## src/rtl/rvc_asap_pkg.sv

```systemverilog
// rvc_asap_pkg: shared rvc_asap types and constants, including end-of-test control
package rvc_asap_pkg;
    typedef enum logic [2:0] {RUN, RD, CAP, SEND, DONE} eot_state_t;
    typedef enum logic [1:0] {EOT_NONE, EOT_EBREAK, EOT_ECALL, EOT_TIMEOUT} eot_cause_t;
    localparam logic [31:0] EBREAK_INST = 32'h0010_0073;
    localparam logic [31:0] ECALL_INST  = 32'h0000_0073;
endpackage

```

## src/rtl/rvc_asap_eot_watchdog.sv

```systemverilog
// rvc_asap_eot_watchdog: run-phase cycle counter, Expired pulses on count LIMIT-1
module rvc_asap_eot_watchdog #(
    parameter logic [31:0] LIMIT = 32'd10_000_000
) (
    input  logic Clock,
    input  logic Rst,
    input  logic Enable,
    output logic Expired
);
    logic [31:0] count;
    always_ff @(posedge Clock) begin
        if (Rst) count <= '0;
        else if (Enable) count <= count + 32'd1;
    end
    assign Expired = Enable && count == LIMIT - 32'd1;
endmodule

```

## src/rtl/rvc_asap_eot_ctrl.sv

```systemverilog
// rvc_asap_eot_ctrl: halt detection, core freeze and data-memory window dump over valid/ready.
// Optional watchdog end condition under RVC_ASAP_EOT_WATCHDOG_EN.
module rvc_asap_eot_ctrl
    import rvc_asap_pkg::*;
#(
    parameter int          NUM_HART    = 1,
    parameter bit          HALT_ALL    = 1'b1,
    parameter logic [31:0] DUMP_BASE   = 32'h1000,
    parameter int          DUMP_WORDS  = 1024,
    parameter logic [31:0] TIMEOUT_CYC = 32'd10_000_000
) (
    input  logic                     Clock,
    input  logic                     Rst,
    input  logic [NUM_HART-1:0]      InstValid,
    input  logic [NUM_HART*32-1:0]   InstructionQ101H,
    output logic                     HaltReq,
    output logic [NUM_HART-1:0]      HartHalted,
    output logic                     MemRdEn,
    output logic [31:0]              MemRdAddr,
    input  logic [31:0]              MemRdData,
    output logic                     DumpValid,
    input  logic                     DumpReady,
    output logic [31:0]              DumpAddr,
    output logic [31:0]              DumpData,
    output logic                     EotDone,
    output logic [1:0]               EotCause
);
    localparam int IW = $clog2(DUMP_WORDS + 1);

    if (DUMP_WORDS < 1) begin : g_bad_words
        $error("rvc_asap_eot_ctrl: DUMP_WORDS must be at least 1");
    end

    eot_state_t          state;
    eot_cause_t          cause_nxt;
    logic [IW-1:0]       idx;
    logic [NUM_HART-1:0] new_eb, new_ec, halted_nxt;
    logic                timeout, end_hit;

    // Already-halted harts are frozen, so their instruction bus is ignored.
    for (genvar h = 0; h < NUM_HART; h++) begin : g_hart
        assign new_eb[h] = InstValid[h] && !HartHalted[h] && InstructionQ101H[32*h +: 32] == EBREAK_INST;
        assign new_ec[h] = InstValid[h] && !HartHalted[h] && InstructionQ101H[32*h +: 32] == ECALL_INST;
    end

    assign halted_nxt = HartHalted | new_eb | new_ec;
    assign end_hit    = (HALT_ALL ? &halted_nxt : |halted_nxt) || timeout;
    assign cause_nxt  = |new_eb ? EOT_EBREAK : |new_ec ? EOT_ECALL : EOT_TIMEOUT;

`ifdef RVC_ASAP_EOT_WATCHDOG_EN
    rvc_asap_eot_watchdog #(.LIMIT(TIMEOUT_CYC)) u_watchdog (
        .Clock(Clock),
        .Rst(Rst),
        .Enable(state == RUN),
        .Expired(timeout)
    );
`else
    assign timeout = 1'b0;
`endif

    always_ff @(posedge Clock) begin
        if (Rst) begin
            state      <= RUN;
            idx        <= '0;
            HartHalted <= '0;
            HaltReq    <= 1'b0;
            MemRdEn    <= 1'b0;
            MemRdAddr  <= '0;
            DumpValid  <= 1'b0;
            DumpAddr   <= '0;
            DumpData   <= '0;
            EotDone    <= 1'b0;
            EotCause   <= EOT_NONE;
        end else begin
            case (state)
                RUN: begin
                    HartHalted <= halted_nxt;
                    if (end_hit) begin
                        state     <= RD;
                        HaltReq   <= 1'b1;
                        MemRdEn   <= 1'b1;
                        MemRdAddr <= DUMP_BASE;
                        EotCause  <= cause_nxt;
                    end
                end
                RD: begin
                    state   <= CAP;
                    MemRdEn <= 1'b0;
                end
                CAP: begin
                    state     <= SEND;
                    DumpData  <= MemRdData;
                    DumpAddr  <= MemRdAddr;
                    DumpValid <= 1'b1;
                end
                SEND: if (DumpReady) begin
                    DumpValid <= 1'b0;
                    if (idx == IW'(DUMP_WORDS - 1)) begin
                        state   <= DONE;
                        EotDone <= 1'b1;
                    end else begin
                        state     <= RD;
                        idx       <= idx + IW'(1);
                        MemRdEn   <= 1'b1;
                        MemRdAddr <= MemRdAddr + 32'd4;
                    end
                end
                default: ;
            endcase
        end
    end
endmodule

```

## config.mk

```make
export PLATFORM = sky130hd
export DESIGN_NAME = rvc_asap_eot_ctrl
export DESIGN_NICKNAME = d
export VERILOG_FILES = /design/src/rtl/rvc_asap_pkg.sv /design/src/rtl/rvc_asap_eot_watchdog.sv /design/src/rtl/rvc_asap_eot_ctrl.sv
export SDC_FILE = /design/constraint.sdc
export NUM_CORES = 1
export LEC_CHECK = 0
export CORE_AREA = 4 4 103 105
export CTS_BUF_LIST = sky130_fd_sc_hd__clkbuf_4
export CTS_CLUSTER_DIAMETER = 200
export DETAILED_ROUTE_END_ITERATION = 6
export DIE_AREA = 0 0 107 109
export HOLD_SLACK_MARGIN = 0.02
export PLACE_DENSITY = 0.85
export SYNTH_ARGS = -nofsm -noshare
export SYNTH_HDL_FRONTEND = slang
export SYNTH_SLANG_ARGS = --single-unit
```

## constraint.sdc

```tcl
create_clock -name Clock -period 3.9 [get_ports Clock]
set_clock_uncertainty 0.1 [all_clocks]
set_input_delay 0.585 -clock Clock [delete_from_list [all_inputs] [get_ports Clock]]
set_output_delay 0.585 -clock Clock [all_outputs]
set_load 0.03 [all_outputs]
```

After elaboration in Yosys (flattened, before gate mapping)
Cells that the tools add are included.

Input port bits: 68. Output and inout port bits: 103. Flip-flop bits (word level): 117.

Reduce and logical (&&, ||, !) cells: 16. Muxes and demuxes: 16. Equal/unequal tests: 9. Bitwise operators: 3. $add $sub $neg: 2.

Operators by type and width (number): 32-bit two-way mux (3); 32-bit one-hot mux with 2 select lines (1); 32-bit by 3-bit adder with 32-bit output (second input constant) (1); 32-bit by 21-bit equality test with 1-bit output (second input constant) (1); 32-bit by 7-bit equality test with 1-bit output (second input constant) (1); 3-bit one-hot mux with 4 select lines (1); 11-bit by 1-bit adder with 11-bit output (second input constant) (1); 11-bit by 10-bit equality test with 1-bit output (second input constant) (1); 3-bit two-way mux (3); 3-bit AND reduction (3); 4-bit AND reduction (2); 3-bit by 2-bit equality test with 1-bit output (second input constant) (2); 2-bit inequality test (second input constant) (3); 1-bit two-way mux (5); 2-bit AND reduction (2); 2-bit nonzero test (2); 4-bit nonzero test (1); 3-bit by 1-bit equality test with 1-bit output (second input constant) (1); 1-bit logical AND (3); 3-bit logical NOT (1); 1-bit one-hot mux with 3 select lines (1); 3-bit nonzero test (1); 2-bit two-way mux (1); 1-bit OR (2); other kinds (3) (3).

Logic depth before layout (Yosys ltp)
Depth after elaboration: 7. Gate-level depth with buffers: 8.

Worst setup path before layout
Ideal clock, no wire load.

Path kind: input to register. Start point: in InstructionQ101H[24]. End point: reg MemRdAddr[14]. Slack: 1506 ps. Buffers on the path: 2. Required time: 3672 ps. Library setup time: 128 ps. Arrival: 2167 ps. Stages on the path: 8. Cell sequence: nor4_1 -> nand3_1 -> nor3_1 -> o21a_1 -> or2_2 -> clkbuf_1 -> clkbuf_1 -> nor2_1.

Word-level cells in the longest chain between the ends: 6. Elaborated cells between the ends (all ways): 8. Those cells by class: 3 x eq/ne; 2 x bitwise; 3 x reduce/logical.

RTL lines: from (decl) (RTL line rvc_asap_eot_ctrl.sv:15) `input logic [NUM_HART*32-1:0] InstructionQ101H,`; 32-bit by 21-bit equality test with 1-bit output (RTL line rvc_asap_eot_ctrl.sv:42) `assign new_eb[h] = InstValid[h] && !HartHalted[h] && InstructionQ101H[32*h +: 32] == EBREAK_INST;`; 1-bit logical AND (RTL line rvc_asap_eot_ctrl.sv:42); 1-bit OR (RTL line rvc_asap_eot_ctrl.sv:46) `assign halted_nxt = HartHalted | new_eb | new_ec;`; 1-bit OR (*) (RTL line rvc_asap_eot_ctrl.sv:46); 2-bit inequality test (no line) (*); 4-bit AND reduction (no line) (*); to (signal assigned) (RTL line rvc_asap_eot_ctrl.sv:105) `MemRdAddr <= MemRdAddr + 32'd4;`; to (decl) (RTL line rvc_asap_eot_ctrl.sv:19) `output logic [31:0] MemRdAddr,`.

Every way passes the cells marked *; elsewhere a longest branch is shown, timed or not. A chain may end at the register's enable or synchronous reset.

Worst setup path in the final report
Start point: reg state[0]. End point: reg MemRdAddr[12].

Word-level cells in the longest chain between the ends: 3. Elaborated cells between the ends (all ways): 8. Those cells by class: 4 x eq/ne; 1 x mux; 3 x reduce/logical.

RTL lines: from (decl) (RTL line rvc_asap_eot_ctrl.sv:34) `eot_state_t state;`; from (signal assigned) (RTL line rvc_asap_eot_ctrl.sv:63) `state <= RUN;`; from (signal assigned) (RTL line rvc_asap_eot_ctrl.sv:79) `state <= RD;`; from (signal assigned) (RTL line rvc_asap_eot_ctrl.sv:87) `state <= CAP;`; 3-bit by 2-bit equality test with 1-bit output / 3-bit logical NOT (equally long branches) (RTL line rvc_asap_eot_ctrl.sv:75) `case (state)`; 2-bit inequality test (no line) / 2-bit nonzero test (equally long branches); 4-bit AND reduction (no line).

Several ways; a longest one is shown, not always the timed one.

==> impl_metrics.json <==
{
  "chipHeight_um": 109,
  "layout_commonest_cell": "clkdlybuf4s50_1",
  "gr-usage-all-layers_pct": 23.3,
  "grt_pass1_vias": 4500,
  "tns_ps": 0,
  "place.gp.congestion": 0.900,
  "ys_async_sr_fraction_pct": 0,
  "critical_path_peak_fanout": 12,
  "num_io_pins": 171,
  "numCtsBuffers": 17,
  "worstHoldPathType": "reg2reg",
  "drtPass1Iterations": 6,
  "yosys_register_bits": 113,
  "r2r-end": "MemRdAddr[12]",
  "grt-busiest-layer": "met2",
  "grt_pass1_wl_mm": 21.8,
  "synth_edf_count": 0,
  "wl_mm": 13.6,
  "critPathKind": "reg2reg",
  "gr-total-overflow": 0,
  "hpwlAfterDp_mm": 9.62,
  "p_per_area_nw_per_um2": 472,
  "post_cts_buffers": 0,
  "max_cap_violations": 0,
  "period_share_pct": 74.4,
  "r2r-start": "state[0]",
  "startpoint": "state[0]",
  "area_delta_synth_final_pct": 44.1,
  "avgSynthCellArea_um2": 7.91,
  "vias_per_cell": 5.40,
  "cts_buffer_depth": 2,
  "syn_inst": 587,
  "clk_latency_ps": 490,
  "cts_resized": 0,
  "grtUsageMet1_pct": 28.3,
  "synthFlopType": "dfxtp_1",
  "hold_path_depth": 2,
  "worstPathCellList": "and3b_1 > nand2_2 > a221oi_2 > buf_4 > and2_1 > a21oi_1 > a311oi_1",
  "critPathLaunchType": "flop",
  "coreArea_um2": 9640,
  "wire_per_inst_um": 15.4,
  "tritoncts": "done",
  "arrival_ps": 3200,
  "finalSetupViolCount": 0,
  "outcome": "completed",
  "final_hold_viol_count": 0,
  "diodes": 0,
  "vias": 4783,
  "fin_crit_ps": 2900,
  "cts.sinks": 113,
  "synthesis.area_um2": 4650,
  "ys_seq_area_share_pct": 48.7,
  "r2r_cells": 7,
  "grt_max_degree": 69,
  "worstMarginPinSlew_ps": 1130,
  "ir_drop_v": 0.000255,
  "die_width_um": 107,
  "drive_above_1_share_pct": 5.45,
  "slew-limit-headroom_pct": 24.5,
  "antenna_left": 0,
  "route.detailed.drc": 0,
  "clk_pin_slew_worst_paths_ps": 90,
  "design_power_total_w": 0.00316,
  "rows": 36,
  "endpoint_kind": "flop",
  "nNetsFinal": 809,
  "leakagePower_nw": 2.24,
  "grt_use_met3_pct": 6.69,
  "ys_types": 43,
  "fmax_ghz": 0.344,
  "required_ps": 4200,
  "drv_slew": 0,
  "grt_util_met2_pct": 40.2,
  "crit_path_end": "MemRdAddr[12]",
  "drtIter0Drc": 448,
  "clockRootBuffer": "clkbuf_4",
  "final_cell_mix": "clkdlybuf4s50_1, nand2_1, dfxtp_1, a21oi_1, nor2_1",
  "cts_hold_buf": 0,
  "cp_slowest_stage_delay_ps": 540,
  "die-area_um2": 11700,
  "synth-warning-count": 0,
  "io_buffers": 166,
  "r2r_slack_ps": 1000,
  "cp_slowest_cell": "dfxtp_1",
  "htreeDepth": 4,
  "rsz0062_at_grt": "false",
  "initial_utilization_pct": 48.2,
  "antenna_found_initial": 0
}
## stage by stage
stage | worst slack [ps] | std cells | utilization (%) | hold slack (ps) | cell area (um2)
finish | 997 | 885 | 69.5 | 357 | 6700
global route | 838 | 885 | 69.5 | 383 | 6700
CTS | 1060 | 885 | 69.5 | 359 | 6700
detailed placement | 823 | 853 | 65.8 | 346 | 6340
global placement | 968 | 853 | 65.8 | 342 | 6340
floorplan | 1510 | 590 | - | 354 | 4660
## sequential cells by signal (all words and copies together), names as in the netlist
name,count
DumpAddr,30
DumpData,32
DumpValid,1
EotCause,2
EotDone,1
HaltReq,1
HartHalted,1
MemRdAddr,30
MemRdEn,1
idx,11
state,3
## final cells by class
cell class,instances,area (um2)
clock buffer,18,135
clock inverter,14,218
fill,803,2940
inverter,3,11.3
multi-input combinational,433,2210
sequential,113,2260
tap,133,166
timing repair buffer,171,1700
## synthesized netlist by cell type (2+ instances only)
cell	instances	share of area (%)
o31ai_1	3	0.48
a311oi_1	10	1.9
nand4_1	10	1.3
nor3_1	19	2.0
nand3_1	15	1.6
nor2_1	52	4.2
and3_1	10	1.3
or3_1	2	0.27
and2_1	2	0.27
o21a_1	4	0.65
nand4b_1	3	0.57
nand2_1	152	12
a31oi_1	6	0.81
a21oi_1	79	8.5
o21ai_0	5	0.54
ha_1	2	0.54
xor2_1	17	3.2
or4_1	4	0.65
a211oi_1	2	0.32
buf_2	2	0.22
dfxtp_1	113	49
nor4_1	7	0.94
nand3b_1	3	0.48
and4b_1	2	0.43
clkbuf_1	32	2.6
xnor2_1	4	0.75
buf_4	5	0.81
inv_1	3	0.24
or2_2	2	0.27
and4_1	4	0.75
## worst min-delay path by stage
| stage | from | endpoint |
|---|---|---|
| 3_5_place_dp | DumpData[7] | DumpData[7] |
| 6_report | DumpData[0] | DumpData[0] |
| 5_1_grt | DumpData[23] | DumpData[23] |
| 3_3_place_gp | DumpData[0] | DumpData[0] |
| 4_1_cts | DumpData[7] | DumpData[7] |
| 2_1_floorplan | idx[1] | idx[1] |
## worst max-delay path: cells and delay by family, from the launching register on
| kind | cells | cell delay [ps] |
|---|---|---|
| AND/OR/NAND/NOR | 3 | 1200 |
| AO/OA/AOI/OAI | 3 | 730 |
| flip-flops | 1 | 540 |
| buffers and inverters | 1 | 240 |
## where the power goes
group | total, W | switching, W | internal [W] | leakage (nW)
Sequential | 0.00129 | 0.0000630 | 0.00123 | 0.913
Clock | 0.00105 | 0.000421 | 0.000633 | 0.186
Combinational | 0.000807 | 0.000514 | 0.000293 | 1.14
## routing by layer
layer  vias to the layer above  part of all wire (%)
li1                       2314                     -
met5                         -                     0
met3                        23                   8.0
met2                       220                    48
met4                         0                   1.5
met1                      2226                    42
## cells by family after synthesis
group                    count (synthesis)  share of synthesized area [%]
other                                    1                         0.0807
adder cells (fa/ha/maj)                  2                          0.539
buffers and inverters                   44                           4.20
AND/OR/NAND/NOR                        293                           28.5
AO/OA/AOI/OAI                          113                           14.0
XOR/XNOR                                21                           3.96
flip-flops                             113                           48.7
(Power assumes the default switching activity.)
